## src/rtl/ecc_scrubber.sv

```systemverilog
// Background SECDED scrub controller for a 39-bit tc_sram bank; host traffic always wins the bank.
// Define ECC_SCRUBBER_STATS_EN to build the corrected/uncorrectable statistics counters.

module prim_secded_39_32_enc (
    input  logic [31:0] data_i,
    output logic [38:0] data_o
);
    localparam logic [6:0][31:0] DataMask = {
        32'h98505586, 32'h2DCC624C, 32'hC2C1323B, 32'h31234ED1,
        32'h413D89AA, 32'hDEBA8050, 32'h2606BD25
    };

    always_comb begin
        data_o[31:0] = data_i;
        for (int unsigned j = 0; j < 7; j++) begin
            data_o[32 + j] = ^(data_i & DataMask[j]);
        end
    end
endmodule

module prim_secded_39_32_dec (
    input  logic [38:0] data_i,
    output logic [31:0] data_o,
    output logic [1:0]  err_o
);
    localparam logic [6:0][31:0] DataMask = {
        32'h98505586, 32'h2DCC624C, 32'hC2C1323B, 32'h31234ED1,
        32'h413D89AA, 32'hDEBA8050, 32'h2606BD25
    };

    logic [6:0] syndrome;

    always_comb begin
        for (int unsigned j = 0; j < 7; j++) begin
            syndrome[j] = (^(data_i[31:0] & DataMask[j])) ^ data_i[32 + j];
        end
    end

    // A data bit flips when the syndrome equals that bit's column of the parity matrix.
    always_comb begin
        for (int unsigned i = 0; i < 32; i++) begin
            data_o[i] = data_i[i] ^ (syndrome == {DataMask[6][i], DataMask[5][i], DataMask[4][i],
                                                  DataMask[3][i], DataMask[2][i], DataMask[1][i],
                                                  DataMask[0][i]});
        end
    end

    always_comb begin
        err_o[0] = ^syndrome;
        err_o[1] = ~(^syndrome) & (|syndrome);
    end
endmodule

module ecc_scrubber #(
    parameter  int unsigned BankSize      = 256,
    parameter  int unsigned ScrubInterval = 64,
    parameter  int unsigned CountWidth    = 16,
    localparam int unsigned BankAddWidth  = $clog2(BankSize)
) (
    input  logic                    clk_i,
    input  logic                    rst_i,
    input  logic                    scrub_en_i,
    input  logic                    intc_req_i,
    input  logic                    intc_we_i,
    input  logic [BankAddWidth-1:0] intc_add_i,
    input  logic [38:0]             intc_wdata_i,
    output logic [38:0]             intc_rdata_o,
    output logic                    bank_req_o,
    output logic                    bank_we_o,
    output logic [BankAddWidth-1:0] bank_add_o,
    output logic [38:0]             bank_wdata_o,
    input  logic [38:0]             bank_rdata_i,
    output logic                    scrub_fix_o,
    output logic                    scrub_uncorrectable_o,
    output logic [CountWidth-1:0]   nb_corrected_o,
    output logic [CountWidth-1:0]   nb_uncorrectable_o
);
    localparam int unsigned IntWidth = (ScrubInterval > 1) ? $clog2(ScrubInterval) : 1;

    localparam logic [1:0] StIdle    = 2'd0;
    localparam logic [1:0] StRead    = 2'd1;
    localparam logic [1:0] StCheck   = 2'd2;
    localparam logic [1:0] StCorrect = 2'd3;

    logic [1:0]              state_q, state_d;
    logic [BankAddWidth-1:0] addr_q, addr_d;
    logic [IntWidth-1:0]     cnt_q, cnt_d;
    logic [38:0]             fix_data_q, fix_data_d;

    logic [31:0] dec_data;
    logic [1:0]  dec_err;
    logic [38:0] enc_data;

    logic                    scrub_req;
    logic                    scrub_we;
    logic                    fix_pulse;
    logic                    unc_pulse;
    logic                    advance;
    logic                    host_hits;
    logic [BankAddWidth-1:0] addr_next;

    prim_secded_39_32_dec u_dec (
        .data_i (bank_rdata_i),
        .data_o (dec_data),
        .err_o  (dec_err)
    );

    prim_secded_39_32_enc u_enc (
        .data_i (dec_data),
        .data_o (enc_data)
    );

    assign host_hits = intc_req_i & intc_we_i & (intc_add_i == addr_q);
    assign addr_next = (addr_q == BankAddWidth'(BankSize - 1)) ? '0
                                                                : addr_q + BankAddWidth'(1);

    always_comb begin
        state_d    = state_q;
        addr_d     = addr_q;
        cnt_d      = cnt_q;
        fix_data_d = fix_data_q;
        scrub_req  = 1'b0;
        scrub_we   = 1'b0;
        fix_pulse  = 1'b0;
        unc_pulse  = 1'b0;
        advance    = 1'b0;

        case (state_q)
            StIdle: begin
                if (!scrub_en_i) begin
                    cnt_d = '0;
                end else if (cnt_q == IntWidth'(ScrubInterval - 1)) begin
                    cnt_d   = '0;
                    state_d = StRead;
                end else begin
                    cnt_d = cnt_q + IntWidth'(1);
                end
            end
            StRead: begin
                if (!scrub_en_i) begin
                    state_d = StIdle;
                end else if (!intc_req_i) begin
                    scrub_req = 1'b1;
                    state_d   = StCheck;
                end
            end
            StCheck: begin
                // A host write to the word under check makes the read result stale.
                if (host_hits) begin
                    advance = 1'b1;
                end else if (dec_err[1]) begin
                    unc_pulse = 1'b1;
                    advance   = 1'b1;
                end else if (dec_err[0]) begin
                    fix_data_d = enc_data;
                    state_d    = StCorrect;
                end else begin
                    advance = 1'b1;
                end
            end
            StCorrect: begin
                if (intc_req_i) begin
                    state_d = StRead;
                end else begin
                    scrub_req = 1'b1;
                    scrub_we  = 1'b1;
                    fix_pulse = 1'b1;
                    advance   = 1'b1;
                end
            end
            default: state_d = StIdle;
        endcase

        if (advance) begin
            addr_d  = addr_next;
            state_d = StIdle;
        end
    end

    always_ff @(posedge clk_i) begin
        if (rst_i) begin
            state_q    <= StIdle;
            addr_q     <= '0;
            cnt_q      <= '0;
            fix_data_q <= '0;
        end else begin
            state_q    <= state_d;
            addr_q     <= addr_d;
            cnt_q      <= cnt_d;
            fix_data_q <= fix_data_d;
        end
    end

    assign bank_req_o   = intc_req_i | scrub_req;
    assign bank_we_o    = intc_req_i ? intc_we_i    : scrub_we;
    assign bank_add_o   = intc_req_i ? intc_add_i   : addr_q;
    assign bank_wdata_o = intc_req_i ? intc_wdata_i : fix_data_q;
    assign intc_rdata_o = bank_rdata_i;

    assign scrub_fix_o           = fix_pulse;
    assign scrub_uncorrectable_o = unc_pulse;

`ifdef ECC_SCRUBBER_STATS_EN
    logic [CountWidth-1:0] nb_corr_q, nb_corr_d;
    logic [CountWidth-1:0] nb_unc_q, nb_unc_d;

    always_comb begin
        nb_corr_d = nb_corr_q;
        nb_unc_d  = nb_unc_q;
        if (fix_pulse && (nb_corr_q != '1)) begin
            nb_corr_d = nb_corr_q + CountWidth'(1);
        end
        if (unc_pulse && (nb_unc_q != '1)) begin
            nb_unc_d = nb_unc_q + CountWidth'(1);
        end
    end

    always_ff @(posedge clk_i) begin
        if (rst_i) begin
            nb_corr_q <= '0;
            nb_unc_q  <= '0;
        end else begin
            nb_corr_q <= nb_corr_d;
            nb_unc_q  <= nb_unc_d;
        end
    end

    assign nb_corrected_o     = nb_corr_q;
    assign nb_uncorrectable_o = nb_unc_q;
`else
    assign nb_corrected_o     = '0;
    assign nb_uncorrectable_o = '0;
`endif
endmodule
```

## config.mk

```make
export PLATFORM = sky130hd
export DESIGN_NAME = ecc_scrubber
export DESIGN_NICKNAME = d
export VERILOG_FILES = /design/src/rtl/ecc_scrubber.sv
export SDC_FILE = /design/constraint.sdc
export NUM_CORES = 1
export LEC_CHECK = 0
export BUFFER_PORTS_ARGS = -buffer_cell sky130_fd_sc_hd__buf_2
export CAP_MARGIN = 20
export CORE_MARGIN = 5
export CORE_UTILIZATION = 40
export DETAILED_ROUTE_END_ITERATION = 8
export PLACE_DENSITY = 0.68
export SLEW_MARGIN = 40
export SYNTH_ARGS = -nofsm -noshare
export SYNTH_HDL_FRONTEND = slang
export SYNTH_HIERARCHICAL = 1
export SYNTH_SLANG_ARGS = --single-unit
```

## constraint.sdc

```tcl
create_clock -name clk_i -period 5 [get_ports clk_i]
set_input_delay 1.5 -clock clk_i [delete_from_list [all_inputs] [get_ports clk_i]]
set_output_delay 1.5 -clock clk_i [all_outputs]
set_load 0.05 [all_outputs]
```

# Word-level counts from Yosys, hierarchy flattened
# Index checks and enable logic that the tools add are counted.
dict set report classes {
  add_sub_neg 2
  eq_ne 45
  muxes 27
  bitwise 46
  reduce_logical 20
}
# op count
set op_table {}
lappend op_table {{32-bit parity} 14}
lappend op_table {{7-bit == test (second input constant)} 12}
lappend op_table {{7-bit by 6-bit == test with 1-bit output (second input constant)} 10}
lappend op_table {{7-bit by 5-bit == test with 1-bit output (second input constant)} 6}
lappend op_table {{39-bit two-way mux} 1}
lappend op_table {{1-bit XOR} 39}
lappend op_table {{7-bit by 4-bit == test with 1-bit output (second input constant)} 3}
lappend op_table {{2-bit two-way mux} 8}
lappend op_table {{8-bit two-way mux} 2}
lappend op_table {{6-bit two-way mux} 2}
lappend op_table {{2-bit != test (second input constant)} 6}
lappend op_table {{1-bit two-way mux} 11}
lappend op_table {{8-bit by 1-bit adder with 8-bit output (second input constant)} 1}
lappend op_table {{8-bit == test} 1}
lappend op_table {{8-bit == test (second input constant)} 1}
lappend op_table {{2-bit case mux with 4 select lines} 1}
lappend op_table {{7-bit by 3-bit == test with 1-bit output (second input constant)} 1}
lappend op_table {{7-bit AND reduction} 1}
lappend op_table {{7-bit OR reduction} 1}
lappend op_table {{7-bit parity} 1}
lappend op_table {{6-bit by 1-bit adder with 6-bit output (second input constant)} 1}
lappend op_table {{6-bit == test (second input constant)} 1}
lappend op_table {{2-bit == test (second input constant)} 2}
lappend op_table {{1-bit case mux with 2 select lines} 2}
lappend op_table {{8 further kinds} 12}
dict set report word_totals {
  register_bits 55
  in_bits 91
  output_inout_bits 122
  wordCells 144
}

# Depth between registers and ports, before layout
# Gate-level depths: netlist of the first run.
dict set report depth {
  word_depth 9
  ltp_mapped 14
  mapped_depth_nobuf 13
}

# By module
# Netlist of the first run, hierarchy kept.
# module n_inst cells_per_inst area_per_inst_um2 seq_area_each_um2
set modules_own_cells {}
lappend modules_own_cells {ecc_scrubber 1 436 3918.8 1101.1}
lappend modules_own_cells {prim_secded_39_32_dec 1 156 1517.7 0.0}
lappend modules_own_cells {prim_secded_39_32_enc 1 86 899.6 0.0}

# Worst setup path after synthesis of the first run
# OpenSTA, ideal clock, no wires.
dict set report synth_path {
  path_type {in2out}
  startpoint {in bank_rdata_i[9]}
  endpoint {out scrub_uncorrectable_o}
  arrival_ns 4.238
  required_time_ns 3.500
  path_slack_ns -0.738
  cell_stages 11
  path_buffers 0
  path_cell_list {xnor2_2 xnor3_1 xnor3_2 inv_2 ha_1 xor2_1 xnor2_1 xnor2_1 a31oi_1 nand2_1 a21oi_1}
}
dict set report synth_via {
  elab_chain_len 8
  elab_cells_between_ends 13
  cone_classes {mux (3); bitwise (5); reduce/logical (5)}
}
# element line
set synth_lines {}
lappend synth_lines {{from (decl)} 72} ;# input logic [38:0] bank_rdata_i,
lappend synth_lines {{32-bit parity} 35} ;# syndrome[j] = (^(data_i[31:0] & DataMask[j])) ^ data_i[32 + j];
lappend synth_lines {{1-bit XOR} 35}
lappend synth_lines {{7-bit parity *} --}
lappend synth_lines {{net dec_err[0]} 91} ;# logic [1:0] dec_err;
lappend synth_lines {{1-bit NOT *} 50} ;# err_o[1] = ~(^syndrome) & (|syndrome);
lappend synth_lines {{1-bit bitwise AND *} 50}
lappend synth_lines {{net dec_err[1]} 91}
lappend synth_lines {{1-bit two-way mux *} 151} ;# end else if (dec_err[1]) begin
lappend synth_lines {{1-bit two-way mux *} 149} ;# if (host_hits) begin
lappend synth_lines {{1-bit two-way mux *} 128} ;# case (state_q)
lappend synth_lines {{to (decl)} 74} ;# output logic scrub_uncorrectable_o,
# The timed path passes the listed nets; every way through them passes the cells marked *.

# Final worst setup path of the first run
dict set report layout_path {
  startpoint {in bank_rdata_i[3]}
  endpoint {out scrub_uncorrectable_o}
}
# Same word-level chain as after synthesis.

==> results.sh, run 1 <==
export IMPL_period_minus_slack_ns=5.59
export IMPL_cts_root_buffer="clkbuf_16"
export IMPL_die_h_um=136
export IMPL_skew_ns=0.0112
export IMPL_ys_types=57
export IMPL_synthArstFlopShare_pct=0
export IMPL_p_sw_mw=1.40
export IMPL_slew_viol_final=0
export IMPL_grt_max_degree=55
export IMPL_fill_cells=1468
export IMPL_ant_nets=0
export IMPL_core_area_um2=15700
export IMPL_rsz0062_at_grt="true"
export IMPL_period_share_pct=112
export IMPL_drt_iter0_drc=251
export IMPL_totalWireLength_um=16600
export IMPL_crit_path_start_kind="input pin"
export IMPL_cts_max_path_buffers=2
export IMPL_yosysMostFrequentCell="buf_4"
export IMPL_place_area_um2=7710
export IMPL_setup_viol=1
export IMPL_dp_cells=1091
export IMPL_cts_tree="done"
export IMPL_die_area_um2=18500
export IMPL_final_nets=995
export IMPL_status="complete, but fails checks"
export IMPL_wl_per_cell_um=15.0
export IMPL_final_area_um2=8090
export IMPL_max_cap_viol_count=0
export IMPL_avgSynthCellArea_um2=9.35
export IMPL_synthToLayoutAreaGrowth_pct=27.6
export IMPL_post_route_cells_drive_above_1_share_pct=45.7
export IMPL_grt_usage_pct=17.1
export IMPL_synthCells=678
export IMPL_timing_final_ws_setup_ns=-0.587
export IMPL_tns_ns=-0.587
export IMPL_yosys_register_bits=55
export IMPL_die_x_um=136
export IMPL_post_place_ws_ns=-0.667
export IMPL_start_util_pct=40.3
export IMPL_routabilityCongestion=0.933
export IMPL_io_pins=213
export IMPL_io_buffers=180
export IMPL_vias_per_cell=4.57
export IMPL_leakagePower_nw=3.80
export IMPL_yosysTopAreaCell="dfxtp_1"
export IMPL_clk_latency_ns=0.30
export IMPL_path_max_fanout=2
export IMPL_grt_pass1_wl_um=24900
export IMPL_crit_path_end_kind="primary output"
export IMPL_tightest_slew_ns=0.688
export IMPL_synth_area_um2=6340
export IMPL_antenna_found_initial=0
export IMPL_yosysTopAreaCellShare_pct=17.4
export IMPL_clock_sinks=55
export IMPL_multi_input_area_um2=4540
export IMPL_synth_seq_area_share_pct=17.4
export IMPL_combPwrFrac_pct=76.6
export IMPL_max_freq_ghz=0.179
export IMPL_p_sw_share_pct=41.3
export IMPL_diodes=0
export IMPL_clkPwrFrac_pct=10.3
export IMPL_max_slew_margin_pct=54.2
export IMPL_hold_viol=0
export IMPL_synthTopCellsByCount="buf_4 (104), xnor2_1 (89), nand2b_1 (84)"
export IMPL_power_density_nw_per_um2=419
export IMPL_vias=5074
export IMPL_violations="setup timing"
export IMPL_arrival_ns=4.09
export IMPL_hpwl_um=13700
export IMPL_regArea_um2=1100
export IMPL_peakVddDrop_v=0.000375
export IMPL_gr_total_overflow=0
export IMPL_cts_htree_levels=2
export IMPL_intPower_mw=1.99
export IMPL_crit_required_ns=3.50
export IMPL_worst_setup_path_type="input pin to primary output"
export IMPL_seqPwrFrac_pct=13.1
export IMPL_synth_edf_count=0
export IMPL_grt_pass1_vias=4847
export IMPL_synthFlopType="dfxtp_1"
export IMPL_firstDrtPassIters=4
export IMPL_ctsHoldBuffers=0
export IMPL_drc=0
export IMPL_clkTransAtPathRegs_ns=0.08
export IMPL_holdCritPathClass="flip-flop to flip-flop"
export IMPL_rows=46
export IMPL_yosys_warnings=6
export IMPL_synth_top_cells_by_area="dfxtp_1 (17%), buf_4 (12%), xnor2_1 (12%), xnor3_1 (9.2%), mux2_2 (8.5%)"
export IMPL_final_cells=1111
export IMPL_power_mw=3.38
export IMPL_cts_buffers=5
flip-flops by register name (all words and copies together), names as in the netlist:
| name | flops |
|---|---|
| fix_data_q | 39 |
| addr_q | 8 |
| cnt_q | 6 |
| state_q | 2 |
power groups by stage:
| stage | Sequential (mW) | Combinational (mW) | Clock [mW] |
|---|---|---|---|
| final | 0.443 | 2.59 | 0.350 |
| after global routing | 0.444 | 2.75 | 0.381 |
| after CTS | 0.443 | 2.34 | 0.363 |
| after detailed placement | 0.453 | 2.26 | 0 |
| after global placement | 0.453 | 2.23 | 0 |
| after floorplan | 0.453 | 1.45 | 0 |
cell usage in the layout (no fill, tap or decap), drive strengths merged, types with 3 or more instances in the layout:
cell and n:
mux2 48, and3 5, buf 310, conb 32
dfxtp 55, xnor2 92, mux2i 39, nor2b 5
xor3 5, nor2 16, a21oi 12, xor2 28
nor3 10, nand3b 3, ha 10, nand2 19
nand2b 84, xnor3 29, and2 5, nand3 32
inv 14, o21ai 6, clkbuf 5
worst max-delay path: stages:
cell,delay [ns]
buf_8,0.08
xnor3_1,0.41
xnor2_2,0.25
xnor3_2,0.50
inv_2,0.08
ha_1,0.25
xnor2_2,0.16
xnor2_1,0.15
a31oi_1,0.19
buf_4,0.17
nand2_4,0.05
a21oi_4,0.14
buf_12,0.15
routing by layer:
metal | vias to the layer above | global-route usage, % | routed length [um]
li1 | 2558 | - | -
met1 | 2348 | 22.2 | 7170
met2 | 156 | 30.7 | 8360
met3 | 12 | 1.41 | 924
met4 | 0 | 4.09 | 192
met5 | - | 0 | 0
kinds of logic after synthesis:
family | share of synthesized area (%)
AO/OA/AOI/OAI | 3.57
XOR/XNOR | 29.2
adder cells (fa/ha/maj) | 1.97
buffers and inverters | 15.0
flip-flops | 17.4
multiplexers | 14.7
other | 0.0592
AND/OR/NAND/NOR | 18.1
final cells by class:
type / count / area share (%)
multi-input combinational: 509 / 56.2
timing repair buffer: 310 / 24.4
clock inverter: 3 / 0.279
sequential: 55 / 13.6
tap: 216 / 3.34
clock buffer: 5 / 1.55
inverter: 13 / 0.603
what timing repair did:
item	CTS	global route
resized for setup	4	23
setup endpoints to repair	1	5
setup buffers	3	9
endpoints found under the hold margin	0	0
pin swaps	7	19
through the flow:
stage,hold WS [ns],util [%]
CTS,0.480,50.2
finish,0.475,51.5
global placement,0.461,49.0
detailed placement,0.465,49.0
floorplan,0.446,-
global route,0.494,51.5
worst paths after layout:
kind / start / to / slack [ns] / depth (start not counted)
setup / recovery: bank_rdata_i[3] / scrub_uncorrectable_o / -0.59 / 13
setup reg to reg: addr_q[3]$_SDFFE_PP0P_ / addr_q[2]$_SDFFE_PP0P_ / 2.72 / 5
hold reg to reg: fix_data_q[30]$_SDFFE_PP0P_ / fix_data_q[30]$_SDFFE_PP0P_ / 0.48 / 2
hold / removal: fix_data_q[30]$_SDFFE_PP0P_ / fix_data_q[30]$_SDFFE_PP0P_ / 0.48 / 2
No activity file was read; power rests on OpenSTA's default activity.
==> inputs of run 2 (changes only) <==
- CORE_ASPECT_RATIO: default -> 1.25
==> results.sh, run 2 (synthesis results as in run 1) <==
export IMPL_skew_ns=0.00597
export IMPL_crit_required_ns=3.50
export IMPL_largestRegisters="fix_data_q (39), addr_q (8), cnt_q (6)"
export IMPL_crit_path_end_kind="primary output"
export IMPL_ctsHoldBuffers=0
export IMPL_wl_per_cell_um=14.9
export IMPL_gr_total_overflow=0
export IMPL_slowest_delay_ns=0.47
export IMPL_rows=51
export IMPL_timing_final_ws_setup_ns=-0.541
export IMPL_reg2reg_depth=5
export IMPL_hpwl_um=13700
export IMPL_startpoint="bank_rdata_i[36]"
export IMPL_ant_nets=0
export IMPL_grt_pass1_vias=5072
export IMPL_max_freq_ghz=0.180
export IMPL_clk_latency_ns=0.30
export IMPL_routabilityCongestion=0.896
export IMPL_r2r_end="addr_q[2]$_SDFFE_PP0P_"
export IMPL_cp_num_cells=13
export IMPL_start_util_pct=40.7
export IMPL_status="complete, but fails checks"
export IMPL_drt_iter0_drc=224
export IMPL_period_share_pct=111
export IMPL_crit_path_frequent_cell="xor2_2"
export IMPL_clock_sinks=55
export IMPL_cts_buffers=5
export IMPL_cts_root_buffer="clkbuf_16"
export IMPL_period_minus_slack_ns=5.54
export IMPL_io_pins=213
export IMPL_worst_path_buf_inv=3
export IMPL_peakVddDrop_v=0.000478
export IMPL_drc=0
export IMPL_setup_viol=1
export IMPL_core_area_um2=15600
export IMPL_rsz0062_at_grt="true"
export IMPL_final_area_um2=7930
export IMPL_path_delay_family="XOR/XNOR gates"
export IMPL_max_slew_margin_pct=54.8
export IMPL_crit_path_start_kind="input pin"
export IMPL_cts_tree="done"
export IMPL_worst_setup_path_type="input pin to primary output"
export IMPL_final_cell_mix="buf_2 (175), buf_4 (116), xnor2_1 (87), nand2b_1 (84), dfxtp_1 (55)"
export IMPL_hold_viol=0
export IMPL_vias_per_cell=4.58
export IMPL_holdCritPathClass="flip-flop to flip-flop"
export IMPL_cp_endpoint="scrub_uncorrectable_o"
export IMPL_regToRegSetupSlack_ns=2.78
export IMPL_finalHoldWorstSlack_ns=0.475
export IMPL_dp_cells=1084
export IMPL_grt_pass1_wl_um=25200
export IMPL_firstDrtPassIters=4
export IMPL_power_mw=3.19
export IMPL_vias=5017
export IMPL_power_density_nw_per_um2=403
export IMPL_grt_usage_pct=17.4
export IMPL_multi_input_area_um2=4490
export IMPL_antenna_found_initial=0
export IMPL_synthToLayoutAreaGrowth_pct=25.1
export IMPL_r2r_start="addr_q[3]$_SDFFE_PP0P_"
export IMPL_die_x_um=123
export IMPL_io_buffers=180
export IMPL_path_cells="buf_8 > xor2_2 > xnor3_1 > xnor3_2 > ha_4 > xor2_2 > xnor2_2 > xnor2_1 > a31oi_1 > buf_4 > nand2_4 > a21oi_4 > buf_6"
export IMPL_final_common_cell="buf_2"
export IMPL_regArea_um2=1100
export IMPL_max_cap_viol_count=0
export IMPL_cts_htree_levels=2
export IMPL_final_util_pct=50.9
export IMPL_totalWireLength_um=16300
export IMPL_critical_path_slowest_cell="xnor3_2"
export IMPL_clkTransAtPathRegs_ns=0.07
export IMPL_place_area_um2=7650
export IMPL_grt_max_degree=95
export IMPL_leakagePower_nw=3.72
export IMPL_final_cells=1096
export IMPL_die_area_um2=18500
export IMPL_cts_max_path_buffers=2
export IMPL_diodes=0
export IMPL_violations="setup timing"
export IMPL_fill_cells=1536
export IMPL_post_route_cells_drive_above_1_share_pct=44.1
export IMPL_final_nets=984
export IMPL_arrival_ns=4.04
export IMPL_die_h_um=151
export IMPL_tightest_slew_ns=0.679
export IMPL_top_register="fix_data_q"
export IMPL_path_max_fanout=2
export IMPL_largest_reg_flops=39
export IMPL_slew_viol_final=0
==> run 2: final cells by class <==
| class | instances | share of cell area (%) |
|---|---|---|
| Inverter | 13 | 0.616 |
| Clock buffer | 5 | 1.58 |
| Clock inverter | 3 | 0.284 |
| Tap cell | 212 | 3.35 |
| Sequential cell | 55 | 13.9 |
| Multi-Input combinational cell | 509 | 56.7 |
| Timing Repair Buffer | 299 | 23.6 |
==> run 2: where the power goes <==
part	internal, mW	switching (mW)
Combinational	1.21	1.18
Sequential	0.440	0.00317
Clock	0.189	0.169
==> run 2: worst min-delay path: stages, from the launching register on <==
cell and delay [ns]:
dfxtp_1 0.32, nand2b_1 0.06, mux2i_1 0.05
==> run 2: worst min path at each step <==
stage | startpoint | to | depth (start not counted)
6_report | fix_data_q[22]$_SDFFE_PP0P_ | fix_data_q[22]$_SDFFE_PP0P_ | 2
5_1_grt | fix_data_q[32]$_SDFFE_PP0P_ | fix_data_q[32]$_SDFFE_PP0P_ | 2
4_1_cts | fix_data_q[22]$_SDFFE_PP0P_ | fix_data_q[22]$_SDFFE_PP0P_ | 2
3_5_place_dp | fix_data_q[23]$_SDFFE_PP0P_ | fix_data_q[23]$_SDFFE_PP0P_ | 2
3_3_place_gp | fix_data_q[17]$_SDFFE_PP0P_ | fix_data_q[17]$_SDFFE_PP0P_ | 2
2_1_floorplan | fix_data_q[0]$_SDFFE_PP0P_ | fix_data_q[0]$_SDFFE_PP0P_ | 2
==> run 2: through the flow <==
stage	setup TNS (ns)	worst slack (ns)
after floorplan	-0.239	-0.239
after global placement	-0.770	-0.662
after detailed placement	-0.899	-0.703
after CTS	-0.559	-0.559
after global routing	-0.629	-0.629
final	-0.541	-0.541
==> run 2: timing repair <==
action	CTS	global route
resized for setup	11	9
buffers inserted	3	1
pin swaps	10	9
endpoints found under the setup margin	1	2
cloned	0	0
==> run 2: layer usage <==
layer / global-route usage (%) / wire, um / up-vias
li1: - / - / 2534
met1: 20.3 / 6680 / 2305
met2: 33.1 / 8540 / 157
met3: 2.03 / 800 / 21
met4: 4.82 / 320 / 0
met5: 0 / 0 / -
